===== config.mk =====
export PLATFORM = sky130hd
export DESIGN_NAME = updown_mod_counter_flat
export DESIGN_NICKNAME = d
export VERILOG_FILES = /design/src/rtl/updown_mod_counter_pkg.sv /design/src/rtl/updown_mod_counter_if.sv /design/src/rtl/updown_mod_counter.sv /design/src/flat_wrapper.sv
export SDC_FILE = /design/constraint.sdc
export NUM_CORES = 1
export LEC_CHECK = 0
export BUFFER_PORTS_ARGS = -buffer_cell sky130_fd_sc_hd__buf_2
export CORE_MARGIN = 10
export CORE_UTILIZATION = 38
export CTS_BUF_LIST = sky130_fd_sc_hd__clkbuf_8
export CTS_CLUSTER_SIZE = 8
export DETAILED_ROUTE_END_ITERATION = 6
export PLACE_DENSITY_LB_ADDON = 0.05
export SYNTH_ARGS = -nofsm -noshare
export SYNTH_HDL_FRONTEND = slang
export SYNTH_SLANG_ARGS = --single-unit

===== constraint.sdc =====
create_clock -name clk -period 3.28 [get_ports clk]
set_input_delay 0.656 -clock clk [delete_from_list [all_inputs] [get_ports clk]]
set_output_delay 0.656 -clock clk [all_outputs]
set_load 0.02 [all_outputs]

===== src/rtl/updown_mod_counter_pkg.sv =====
// Shared constants and range helpers for the programmable up/down modulo counter.
package updown_mod_counter_pkg;

  localparam int MODE_WRAP = 0;
  localparam int MODE_SAT  = 1;

  function automatic int unsigned clamp_range(input int unsigned value,
                                              input int unsigned min_v,
                                              input int unsigned max_v);
    if (value > max_v)
      return max_v;
    else if (value < min_v)
      return min_v;
    else
      return value;
  endfunction

  // A step equal to the range is kept as-is; it wraps back onto the same count.
  function automatic int unsigned mod_step(input int unsigned step_v,
                                           input int unsigned range_v);
    if (step_v > range_v)
      return step_v % range_v;
    else
      return step_v;
  endfunction

endpackage


===== src/rtl/updown_mod_counter_if.sv =====
// Control and status bundle between a counter and whatever drives it.
interface updown_mod_counter_if #(
  parameter int WIDTH  = 9,
  parameter int STEP_W = 4
);
  logic              enable;
  logic              updown;
  logic [STEP_W-1:0] step;
  logic              clear;
  logic              load;
  logic [WIDTH-1:0]  load_val;
  logic [WIDTH-1:0]  count;
  logic              carry;
  logic              at_max;
  logic              at_min;

  modport master (
    output enable, updown, step, clear, load, load_val,
    input  count, carry, at_max, at_min
  );

  modport slave (
    input  enable, updown, step, clear, load, load_val,
    output count, carry, at_max, at_min
  );
endinterface


===== src/rtl/updown_mod_counter.sv =====
// Up/down counter over [MIN..MAX] with variable step, load/clear, wrap or saturate,
// and a registered carry pulse for chaining.
module updown_mod_counter
  import updown_mod_counter_pkg::*;
#(
  parameter int WIDTH     = 9,
  parameter int MIN       = 0,
  parameter int MAX       = 479,
  parameter int RESET_VAL = 0,
  parameter int STEP_W    = 4,
  parameter int SATURATE  = 0
) (
  input logic                clk,
  input logic                reset,
  updown_mod_counter_if.slave bus
);

  localparam int IW    = WIDTH + 2;
  localparam int RANGE = MAX - MIN + 1;

  localparam logic [IW-1:0]    MIN_I   = IW'(MIN);
  localparam logic [IW-1:0]    MAX_I   = IW'(MAX);
  localparam logic [IW-1:0]    RANGE_I = IW'(RANGE);
  localparam logic [IW-1:0]    RST_I   = IW'(RESET_VAL);
  localparam logic [WIDTH-1:0] RST_W   = WIDTH'(RESET_VAL);

  logic [WIDTH-1:0] count_q;
  logic             carry_q;
  logic [IW-1:0]    cur;
  logic [IW-1:0]    step_eff;
  logic [IW-1:0]    up_sum;
  logic [IW-1:0]    nxt;
  logic             nxt_carry;

  assign cur      = {2'b00, count_q};
  assign step_eff = IW'(mod_step(32'(bus.step), RANGE));
  assign up_sum   = cur + step_eff;

  always_comb begin
    nxt       = cur;
    nxt_carry = 1'b0;
    if (bus.clear) begin
      nxt = RST_I;
    end else if (bus.load) begin
      nxt = IW'(clamp_range(32'(bus.load_val), MIN, MAX));
    end else if (bus.enable) begin
      if (bus.updown) begin
        if (up_sum > MAX_I) begin
          if (SATURATE == MODE_SAT) begin
            nxt       = MAX_I;
            nxt_carry = (cur != MAX_I);
          end else begin
            nxt       = up_sum - RANGE_I;
            nxt_carry = 1'b1;
          end
        end else begin
          nxt = up_sum;
        end
      end else begin
        // Compare as cur < MIN + step so the unsigned subtraction never underflows.
        if (cur < MIN_I + step_eff) begin
          if (SATURATE == MODE_SAT) begin
            nxt       = MIN_I;
            nxt_carry = (cur != MIN_I);
          end else begin
            nxt       = cur + RANGE_I - step_eff;
            nxt_carry = 1'b1;
          end
        end else begin
          nxt = cur - step_eff;
        end
      end
    end
  end

  always_ff @(posedge clk or posedge reset) begin
    if (reset) begin
      count_q <= RST_W;
      carry_q <= 1'b0;
    end else begin
      count_q <= WIDTH'(nxt);
      carry_q <= nxt_carry;
    end
  end

  assign bus.count  = count_q;
  assign bus.carry  = carry_q;
  assign bus.at_max = (count_q == WIDTH'(MAX));
  assign bus.at_min = (count_q == WIDTH'(MIN));

endmodule


===== src/flat_wrapper.sv =====
// flat-port wrapper written by rule: the top's interface ports become plain ports
module updown_mod_counter_flat import updown_mod_counter_pkg::*;
#(
  parameter int WIDTH     = 9,
  parameter int MIN       = 0,
  parameter int MAX       = 479,
  parameter int RESET_VAL = 0,
  parameter int STEP_W    = 4,
  parameter int SATURATE  = 0
)
  (clk, reset, bus_enable, bus_updown, bus_step, bus_clear, bus_load, bus_load_val, bus_count, bus_carry, bus_at_max, bus_at_min);
  updown_mod_counter_if #(.WIDTH(WIDTH), .STEP_W(STEP_W)) bus_i ();
  input logic clk;
  input logic reset;
  input wire logic [$bits(bus_i.enable)-1:0] bus_enable;
  input wire logic [$bits(bus_i.updown)-1:0] bus_updown;
  input wire logic [$bits(bus_i.step)-1:0] bus_step;
  input wire logic [$bits(bus_i.clear)-1:0] bus_clear;
  input wire logic [$bits(bus_i.load)-1:0] bus_load;
  input wire logic [$bits(bus_i.load_val)-1:0] bus_load_val;
  output wire logic [$bits(bus_i.count)-1:0] bus_count;
  output wire logic [$bits(bus_i.carry)-1:0] bus_carry;
  output wire logic [$bits(bus_i.at_max)-1:0] bus_at_max;
  output wire logic [$bits(bus_i.at_min)-1:0] bus_at_min;
  assign bus_i.enable = bus_enable;
  assign bus_i.updown = bus_updown;
  assign bus_i.step = bus_step;
  assign bus_i.clear = bus_clear;
  assign bus_i.load = bus_load;
  assign bus_i.load_val = bus_load_val;
  assign bus_count = bus_i.count;
  assign bus_carry = bus_i.carry;
  assign bus_at_max = bus_i.at_max;
  assign bus_at_min = bus_i.at_min;
  updown_mod_counter #(.WIDTH(WIDTH), .MIN(MIN), .MAX(MAX), .RESET_VAL(RESET_VAL), .STEP_W(STEP_W), .SATURATE(SATURATE)) u_core (.clk(clk), .reset(reset), .bus(bus_i));
endmodule

* Word-level counts from Yosys, hierarchy flattened *
Index checks and enable logic that the tools add are counted.

word-level totals
  bits in registers = 10
  output and inout bits = 12

cells by class
  reduce and logical (&&, ||, !) cells = 2
  multiplexer cells = 13
  equality and inequality tests = 1
  add/subtract/negate cells = 5
  magnitude comparators = 3

operators by type and width
  kind                                                                              count
  9-bit 2-to-1 mux                                                                  7
  9-bit by 4-bit subtractor with 9-bit output                                       2
  9-bit by 4-bit adder with 10-bit output                                           1
  10-bit by 9-bit greater-than comparator with 1-bit output, second input constant  1
  9-bit adder, second input constant                                                1
  9-bit == test, second input constant                                              1
  9-bit greater-than comparator, second input constant                              1
  9-bit logical NOT                                                                 1
  9-bit by 4-bit less-than comparator with 1-bit output                             1
  9-bit subtractor, second input constant                                           1
  1-bit 2-to-1 mux                                                                  6
  3-bit nonzero test                                                                1

* Depth between registers and ports, before layout *
Gate-level depths: netlist of run 1.

  depth in word-level cells = 7
  gate-level depth with buffers = 12
  gate-level depth less buffers = 12

* Least setup slack after synthesis of run 1 *
No wires, ideal clock.

  kind = input port to flip-flop
  start point = input bus_step[0]
  end point = register u_core.count_q[7], in the netlist u_core.bus.count[7]
  library setup time = 0.124 ns
  setup slack = 0.370 ns
  stages on the path = 11
  arrival time = 2.786 ns
  cells stage by stage = ha_1 -> fa_1 -> nor2b_1 -> o311a_1 -> xnor2_1 -> inv_1 -> ha_1 -> nand2_1 -> and4_1 -> a211oi_1 -> a211o_1

on the way
  longest elaborated chain between the ends = 7
  elaborated cells on any way between the ends = 12

RTL lines
  element                                                                                        RTL line                                            RTL
  from (decl)                                                                                    flat_wrapper.sv:17                                  input wire logic [$bits(bus_i.step)-1:0] bus_step;
  9-bit by 4-bit adder with 10-bit output                                                        updown_mod_counter.sv:37                            assign up_sum = cur + step_eff;
  9-bit subtractor or 10-bit by 9-bit greater-than comparator with 1-bit output (tied branches)  updown_mod_counter.sv:53, updown_mod_counter.sv:48
  9-bit 2-to-1 mux                                                                               updown_mod_counter.sv:48                            if (up_sum > MAX_I) begin
  9-bit 2-to-1 mux (*)                                                                           updown_mod_counter.sv:47                            if (bus.updown) begin
  9-bit 2-to-1 mux (*)                                                                           updown_mod_counter.sv:46                            end else if (bus.enable) begin
  9-bit 2-to-1 mux (*)                                                                           updown_mod_counter.sv:44                            end else if (bus.load) begin
  9-bit 2-to-1 mux (*)                                                                           updown_mod_counter.sv:42                            if (bus.clear) begin
  to (signal assigned)                                                                           updown_mod_counter.sv:81                            count_q <= WIDTH'(nxt);
  to (decl)                                                                                      updown_mod_counter.sv:27                            logic [WIDTH-1:0] count_q;

Every way passes the cells marked *; elsewhere a longest branch is shown, timed or not. The select of a mux whose other input is x is not followed.
A chain may end at the register's enable or synchronous reset.

* Final worst setup path of run 1 *
Ends and elaborated chain as after synthesis.

==> impl_metrics.yaml, run 1 <==
run_status:
  status: "completed"
critical_path:
  crit_fanout: 3
  rr_endpoint: "u_core.bus.count[7]"
  crit_path_frequent_cell: "ha_1"
  end_kind: "flip-flop"
  criticalPathCategory: "primary input to flip-flop"
  cp_data_required_time_ps: 3390
  reg2reg_from: "u_core.bus.count[0]"
  ff2ff_path_depth: 11
  r2r_setup_slack_ps: 390
  critical-path-max-stage-delay_ps: 410
  slowest_stage: "fa_1"
  worstPathCellList: "buf_2, ha_1, fa_1, nor2b_1, o311a_1, xnor2_1, inv_1, ha_1, nand2_1, and4_1, a211oi_1, a211o_1"
  start_kind: "primary input"
  crit_arrival_ps: 3110
sta:
  fmax_ghz: 0.3338
  rsz0062_at_grt: "false"
  setup_tns_ps: 0
  hold_violations: 0
  timing.final.crit_share_pct: 91.33
  slew_viol_final: 0
  max-slew-margin-rel_pct: 59.19
  period_needed_ps: 2996
  tightest_slew_ps: 612.2
  final-setup-viol-count: 0
  skew_ps: 6.040
synth:
  synthCells: 211
  yosys_warnings: 0
  yosysUniqueCellTypes: 55
  muxShareOfSynthArea_pct: 0.7009
  synth-edff-count: 0
  synth_seq_cells: 10
  async_reset_ff_share_pct: 100.0
  synth_nets: 252
  synthAdderAreaFrac_pct: 20.09
  synth_area_per_cell_um2: 7.614
  synth_xor_xnor_area_share_pct: 4.361
  synth.cell_area_mm2: 0.001607
  synth-compound-area-share_pct: 27.96
  synth-simple-area-share_pct: 22.59
  ys.flop_type: "dfrtp_1"
  ys_seq_area_share_pct: 15.58
  synth_top_family_by_area: "compound AO/OA/AOI/OAI gates"
die:
  dieArea_mm2: 0.007228
  die_y_um: 85.02
  fp.dieW_um: 85.02
  fp.coreArea_mm2: 0.004058
  fp-row-count: 23
  initial_utilization_pct: 39.59
  boundaryPins: 31
power_and_ir_drop:
  pwr-share-clk_pct: 20.4
  p_seq_share_pct: 25.5
  p_total_uw: 616.8
  switchingPower_uw: 264.9
  p_int_uw: 351.9
  p_comb_share_pct: 54.0
  power.density_mw_per_mm2: 333.1
  p_leak_nw: 0.8469
  swShare_pct: 42.94
  peakVddDrop_uv: 99.48
detailed_routing:
  postRouteAntennaNets: 0
  drt_pass1_iterations: 4
  wl_mm: 4.958
  vias_per_cell: 5.715
  vias: 1646
  wl_per_cell_um: 17.22
  drtIter0Drc: 125
  drc: 0
final_layout:
  areaGrowthSynthToFinish_pct: 15.27
  multiInputGateArea_mm2: 0.001216
  postLayoutCoreUtil_pct: 45.64
  final_cell_mix: "buf_2 (30), inv_1 (24), nand2_1 (17), ha_1 (17), a21oi_1 (16)"
  finalNetCount: 281
  layout_commonest_cell: "buf_2"
  final.fill_count: 418
  drive_above_1_share_pct: 20.17
  antenna_cells: 0
  seqCellArea_um2: 250.2
worst_hold_path:
  min_path_type: "primary input to async pin"
cts:
  ctsRootBufferMaster: "clkbuf_8"
  clockBufferDepth: 2
  cts_tree: "done"
  clkSinkCount: 10
  holdBufCountCts: 0
  cts_setup_buffers: 0
  worst_skew_pair.late_latency_ps: 230
  numCtsBuffers: 3
  cts_resized: 0
  htree_levels: 1
  clk_pin_slew_ps: 50
placed_design:
  numPortBuffers: 30
  hpwl_mm: 4.039
  gp_congestion: 0.8612
grt:
  grt_pass1_wl_mm: 8.355
  grt-ovfl-total: 0
  antenna_found_initial: 0
  grt_use_total_pct: 13.47
  first_global_vias: 1659
  grt_max_degree: 20
run:
  drv_cap: 0
-- cells by family (layout without fill, tap and decap cells) --
family	Yosys count	in the layout
flops	10	10
xor+xnor	8	8
compound gates	63	63
simple gates	70	70
fa+ha+maj	23	23
buf+inv	36	63
mux	1	1
-- cell usage after synthesis (2+ instances only) --
| master | n | area (µm²) |
|---|---|---|
| inv_1 | 24 | 90.09 |
| ha_1 | 17 | 212.7 |
| nand2_1 | 17 | 63.81 |
| a21oi_1 | 16 | 80.08 |
| nor2_1 | 15 | 56.30 |
| dfrtp_1 | 10 | 250.2 |
| nor3_1 | 9 | 45.04 |
| o21ai_0 | 9 | 45.04 |
| xnor2_1 | 7 | 61.31 |
| clkbuf_1 | 6 | 22.52 |
| fa_1 | 5 | 100.1 |
| buf_2 | 4 | 20.02 |
| nand3_1 | 4 | 20.02 |
| nor2b_1 | 4 | 25.02 |
| a211o_1 | 3 | 26.28 |
| a31oi_1 | 3 | 18.77 |
| nand2b_1 | 3 | 18.77 |
| o211ai_1 | 3 | 22.52 |
| o22ai_1 | 3 | 18.77 |
| or2_2 | 3 | 18.77 |
| or3_1 | 3 | 18.77 |
| a2111o_1 | 2 | 22.52 |
| a211oi_1 | 2 | 15.01 |
| a311oi_1 | 2 | 17.52 |
| o2111ai_1 | 2 | 17.52 |
| o21a_1 | 2 | 15.01 |
| o21bai_1 | 2 | 15.01 |
| o221ai_1 | 2 | 17.52 |
| o311ai_0 | 2 | 17.52 |
| o31ai_1 | 2 | 15.01 |
-- through the flow --
step                area, µm²  worst slack [ps]  cells  hold slack (ps)
finish                   1852             284.3    288            408.3
global route             1852             49.06    288            465.6
CTS                      1852             318.3    288            418.4
detailed placement       1810             91.90    285            662.9
global placement         1810             116.3    285            655.8
floorplan                1607             369.7    211            496.2
-- metal layers --
metal,global-route usage [%],part of all wire (%),vias to the layer above
met3,1.912,4.3,4
met4,2.994,0.81,0
met2,21.53,46,46
met5,0,0,-
met1,18.52,49,788
li1,-,-,808
-- power groups by stage --
stage	clock network [mW]	logic (mW)	registers [mW]
floorplan	0	0.230	0.163
global placement	0	0.324	0.158
detailed placement	0	0.330	0.159
CTS	0.129	0.332	0.157
global route	0.132	0.372	0.160
finish	0.126	0.333	0.157
-- worst max-delay path by stage --
| stage | startpoint | endpoint | slack (ps) | cells after the start |
|---|---|---|---|---|
| 2_1_floorplan | bus_step[0] | u_core.bus.count[7] | 370 | 11 |
| 3_3_place_gp | bus_step[0] | u_core.bus.count[7] | 120 | 12 |
| 3_5_place_dp | bus_step[0] | u_core.bus.count[6] | 90 | 10 |
| 4_1_cts | bus_step[0] | u_core.bus.count[6] | 320 | 10 |
| 5_1_grt | bus_step[0] | u_core.bus.count[6] | 50 | 10 |
| 6_report | bus_step[0] | u_core.bus.count[7] | 280 | 12 |
-- worst max-delay path, delay by kind of cell --
| kind | cells | cell delay [ps] |
|---|---|---|
| fa+ha+maj | 3 | 820 |
| compound gates | 3 | 690 |
| simple gates | 3 | 460 |
| xor+xnor | 1 | 260 |
| buf+inv | 2 | 220 |
-- cell type report --
class	instances	share of cell area [%]
Timing Repair Buffer	35	10.14
Clock buffer	3	2.230
Sequential cell	10	13.51
Inverter	25	5.068
Multi-Input combinational cell	165	65.68
Tap cell	50	3.378
-- flip-flops by register name (all words and copies together), names as in the netlist --
register          count
u_core.bus.carry      1
u_core.bus.count      9
Note: power is estimated with default switching activity, not from simulation.
==> inputs of run 2 (changes only) <==
Settings changed: ABC_AREA set to 1.
==> run 2 against run 1 <==
Against the previous run:
- total power up 8.5%
- final area rose by 1.7%
- fmax rose by 19%
==> impl_metrics.yaml, run 2 <==
sta:
  tightest_slew_ps: 554.0
  rsz0062_at_grt: "false"
  fmax_ghz: 0.3967
  setup_tns_ps: 0
  hold_violations: 0
  period_needed_ps: 2521
  max-slew-margin-rel_pct: 62.72
  timing.final.crit_share_pct: 76.85
  skew_ps: 2.896
  fin_hold_ws_ps: 399.1
  slew_viol_final: 0
  final-setup-viol-count: 0
critical_path:
  ff2ff_path_depth: 16
  critPathLaunch: "bus_step[2]"
  r2r_setup_slack_ps: 840
  rr_endpoint: "u_core.bus.count[7]"
  criticalPathCategory: "primary input to flip-flop"
  crit_end: "u_core.bus.count[7]"
  crit_arrival_ps: 2650
  start_kind: "primary input"
  crit_fanout: 7
  cp_data_required_time_ps: 3410
  end_kind: "flip-flop"
  reg2reg_from: "u_core.bus.count[1]"
grt:
  grt-ovfl-total: 0
  antenna_found_initial: 0
  first_global_vias: 1645
  grt_max_degree: 13
  grt_use_total_pct: 12.76
  grt_pass1_wl_mm: 7.886
final_layout:
  largest_register_ffs: 9
  layout_commonest_cell: "nand2_1"
  antenna_cells: 0
  areaGrowthSynthToFinish_pct: 12.23
  drive_above_1_share_pct: 20.71
  layout.cells.non_filler: 332
  postLayoutCoreUtil_pct: 43.55
  finalNetCount: 323
  final_cell_mix: "nand2_1 (66), inv_1 (41), buf_2 (30)"
synth:
  synth_seq_cells: 10
  yosysTopAreaCellShare_pct: 14.91
  synth_area_leader_cell: "dfrtp_1"
  synth.most_common_cell: "nand2_1"
  synthCells: 252
  ys_seq_area_share_pct: 14.91
  synth_area_per_cell_um2: 6.658
  synth_nets: 293
  yosys-top-cells-count: "nand2_1 (66), inv_1 (41), ha_1 (17), nand3_1 (17), a21oi_1 (16)"
  ys.flop_type: "dfrtp_1"
  async_reset_ff_share_pct: 100.0
  synth-edff-count: 0
  synth.cell_area_mm2: 0.001678
  yosys_warnings: 0
  yosysUniqueCellTypes: 35
  synth_area_leaders: "dfrtp_1 (15%), nand2_1 (15%), ha_1 (13%)"
die:
  die_y_um: 86.45
  fp-row-count: 24
  dieArea_mm2: 0.007474
  boundaryPins: 31
  initial_utilization_pct: 38.80
  fp.coreArea_mm2: 0.004324
  fp.dieW_um: 86.45
placed_design:
  numPortBuffers: 30
  dp.cells: 329
  hpwl_mm: 3.726
  gp_congestion: 0.8617
power_and_ir_drop:
  peakVddDrop_uv: 177.5
  p_leak_nw: 1.028
  power.density_mw_per_mm2: 355.5
cts:
  ctsRootBufferMaster: "clkbuf_8"
  clockBufferDepth: 2
  clkSinkCount: 10
  cts_tree: "done"
  htree_levels: 1
  cts_setup_buffers: 0
  cts_resized: 0
  numCtsBuffers: 3
  worst_skew_pair.late_latency_ps: 240
  holdBufCountCts: 0
  clk_pin_slew_ps: 50
detailed_routing:
  vias_per_cell: 4.783
  drtIter0Drc: 93
  vias: 1588
  wl_per_cell_um: 13.46
  drt_pass1_iterations: 4
  wl_mm: 4.468
  postRouteAntennaNets: 0
  drc: 0
worst_hold_path:
  min_path_type: "primary input to async pin"
run:
  drv_cap: 0
run_status:
  status: "completed"
-- run 2: final cells by class --
class | count | area, µm²
sequential | 10 | 250.2
timing repair buffer | 31 | 157.7
tap | 52 | 65.06
fill | 473 | 2441
multi-input combinational | 190 | 1195
clock buffer | 3 | 41.29
inverter | 46 | 173.9
-- run 2: logic make-up (layout without fill, tap and decap cells) --
logic type / count (synthesis) / after routing / share of synthesized area (%)
buf+inv: 52 / 80 / 13.87
compound gates: 35 / 35 / 12.30
xor+xnor: 8 / 8 / 4.176
fa+ha+maj: 22 / 22 / 18.64
simple gates: 125 / 125 / 36.09
flops: 10 / 10 / 14.91
-- run 2: per-layer routing --
metal	track usage, %	share of wire [%]	routed length, µm
met5	0	0	0
met4	3.093	0.83	37
met3	2.533	4.2	187
met2	19.26	43	1931
met1	18.00	52	2311
-- run 2: critical path: stages --
cell     delay (ps)
buf_2           110
inv_1            50
ha_1            450
inv_2            90
fa_1            440
inv_1            70
nand2_1          60
nand2_1          70
a21oi_1          80
o21ai_0         150
o21ai_0         100
nand2_1          80
nand2_1          40
nand2_1          60
nand2_1          50
nand2_1          60
nand2_1          40
-- run 2: worst min-delay path by stage --
stage | slack, ps | endpoint | start
detailed placement | 580 | u_core.bus.count[3] | u_core.bus.count[3]
global route | 440 | u_core.bus.count[6] | reset
CTS | 430 | u_core.bus.count[4] | reset
finish | 400 | u_core.bus.count[4] | reset
global placement | 590 | u_core.bus.count[3] | u_core.bus.count[3]
floorplan | 500 | u_core.bus.carry | reset
-- run 2: metrics by stage --
step / setup WS [ps] / power, mW / area [µm²]
after floorplan: 820.4 / 0.4508 / 1678
after CTS: 742.7 / 0.6714 / 1883
after global placement: 476.7 / 0.5465 / 1842
after global routing: 478.1 / 0.7390 / 1883
final: 759.2 / 0.6695 / 1883
after detailed placement: 491.6 / 0.5398 / 1842
-- run 2: power breakdown --
part,switching (mW),internal [mW]
registers,0.0318,0.136
clock network,0.0509,0.0807
logic,0.235,0.135
total,0.317,0.352
==> inputs of run 3 (changes only) <==
Clock period 3.28 ns to 2.2 ns, I/O delays scaled along.
==> run 3 against run 2 <==
Against the previous run:
- the run now ends with negative setup slack left
- total power grew 99%
- final area up 32%
- register-to-register slack got worse by 870 ps
- final cell count up 15%
- highest routed layer unchanged
- non-clock buffer count grew 49
- clock-buffer cell count rose by 1
- hold slack worse by 220 ps
- clock power grew 77%
==> impl_metrics.yaml, run 3 (same netlist as run 2, synthesis figures left out) <==
run_status:
  status: "finished, violations left"
  violations: "negative setup slack"
critical_path:
  crit_arrival_ps: 2360
  cp_data_required_time_ps: 2330
  crit_fanout: 4
  end_kind: "flip-flop"
  cpLargestDelayFamily: "simple AND/OR/NAND/NOR gates"
  crit_path_frequent_cell: "nand2_1"
  start_kind: "flip-flop"
  critical-path-max-stage-delay_ps: 440
  worstPathCellList: "ha_4, fa_2, nand3_2, nand2_2, nand3_2, nand2_4, buf_6, nor2_4, nand3_4, nand2_4, nand2_2, nand2_1, nand2_1, nand2_1, nand2_1, nand2_1, nand2_1"
  path_buf_inv: 1
  slowest_stage: "dfrtp_2"
  criticalPathCategory: "flip-flop to flip-flop"
grt:
  grt_use_total_pct: 14.18
  grt_max_degree: 13
  grt-ovfl-total: 0
  antenna_found_initial: 0
  first_global_vias: 1825
  grt_pass1_wl_mm: 8.797
detailed_routing:
  drc: 0
  routed.top_layer: "met4"
  routed-wl-met2_mm: 2.387
  route.met3.wl_um: 178
  vias_per_cell: 4.767
  wl_per_cell_um: 13.88
  drtIter0Drc: 78
  postRouteAntennaNets: 0
  drt_pass1_iterations: 4
  vias: 1821
  wl_mm: 5.301
  wl_met1_mm: 2.700
cts:
  htree_levels: 1
  cts_tree: "done"
  clkSinkCount: 10
  ctsRootBufferMaster: "clkbuf_8"
  numCtsBuffers: 3
  clockBufferDepth: 2
  clk_pin_slew_ps: 60
  worst_skew_pair.late_latency_ps: 240
power_and_ir_drop:
  p_leak_nw: 1.288
  power.density_mw_per_mm2: 534.6
  p_total_mw: 1.334
  peakVddDrop_uv: 332.1
sta:
  skew_ps: 6.743
  final-setup-viol-count: 2
  hold_violations: 0
  worst_slack_ps: -26.17
  timing.final.crit_share_pct: 101.2
  fin_hold_ws_ps: 181.4
  max-slew-margin-rel_pct: 71.02
  tightest_slew_ps: 434.7
  slew_viol_final: 0
  fmax_ghz: 0.4492
  setup_tns_ps: -40.52
  rsz0062_at_grt: "true"
  period_needed_ps: 2226
die:
  die_y_um: 86.45
  fp-row-count: 24
  initial_utilization_pct: 38.80
  fp.dieW_um: 86.45
  boundaryPins: 31
  fp.coreArea_mm2: 0.004324
  dieArea_mm2: 0.007474
final_layout:
  final_cell_mix: "nand2_1 (58), buf_4 (46), inv_1 (34)"
  areaGrowthSynthToFinish_pct: 48.69
  antenna_cells: 0
  finalNetCount: 372
  layout_commonest_cell: "nand2_1"
  largest_register_ffs: 9
  drive_above_1_share_pct: 44.55
placed_design:
  numPortBuffers: 30
  hpwl_mm: 4.214
  gp_congestion: 0.8552
run:
  drv_cap: 0
worst_hold_path:
  min_path_type: "primary input to async pin"
==> run 3: cell types whose count changed in the layout (fill, tap and decap cells not counted), moves of 6 or more <==
cell / delta
ha_4: +7
buf_4: +45
inv_2: +6
ha_1: -7
nand2_2: +6
inv_1: -7
nand2_1: -8
==> run 3: cell type report <==
cell class | count | area (µm²)
Clock buffer | 4 | 55.05
Fill cell | 446 | 1829
Inverter | 46 | 180.2
Multi-Input combinational cell | 190 | 1400
Sequential cell | 10 | 254.0
Tap cell | 52 | 65.06
Timing Repair Buffer | 80 | 540.5
==> run 3: stage by stage <==
stage / area, µm² / std cells / util [%] / setup WS [ps]
2_1_floorplan: 1712 / 252 / - / 9.276
3_3_place_gp: 2198 / 372 / 50.84 / -308.5
3_5_place_dp: 2198 / 372 / 50.84 / -304.8
4_1_cts: 2377 / 380 / 54.98 / -26.71
5_1_grt: 2495 / 382 / 57.70 / -202.4
6_report: 2495 / 382 / 57.70 / -26.17
==> run 3: worst paths after layout <==
| check | from | to | slack [ps] | cells past startpoint |
|---|---|---|---|---|
| worst max-delay path | u_core.bus.count[0] | u_core.bus.count[7] | -30 | 17 |
| worst min-delay path | reset | u_core.bus.carry | 180 | 2 |
| worst max register to register | u_core.bus.count[0] | u_core.bus.count[7] | -30 | 17 |
| worst min register to register | u_core.bus.count[4] | u_core.bus.count[4] | 580 | 2 |
| max in group asynchronous | reset | u_core.bus.count[2] | 1700 | 2 |
| min in group clk | bus_load_val[0] | u_core.bus.count[0] | 460 | 3 |
==> run 3: metal layers <==
layer  global-route usage [%]  vias up
li1                         -      953
met1                    19.52      830
met2                    23.15       34
met3                    1.970        4
met4                    2.209        0
met5                        0        -
==> run 3: power by group <==
part           total, mW  internal (mW)  switching (mW)
Combinational      0.856          0.397           0.459
Clock              0.234          0.158          0.0759
Sequential         0.244          0.205          0.0396
==> run 3: what timing repair did <==
item                                    CTS  global route
endpoints found under the setup margin    7             8
pin swaps                                16            17
resized for setup                        24            29
hold buffers                              0             0
buffers inserted                          4             2
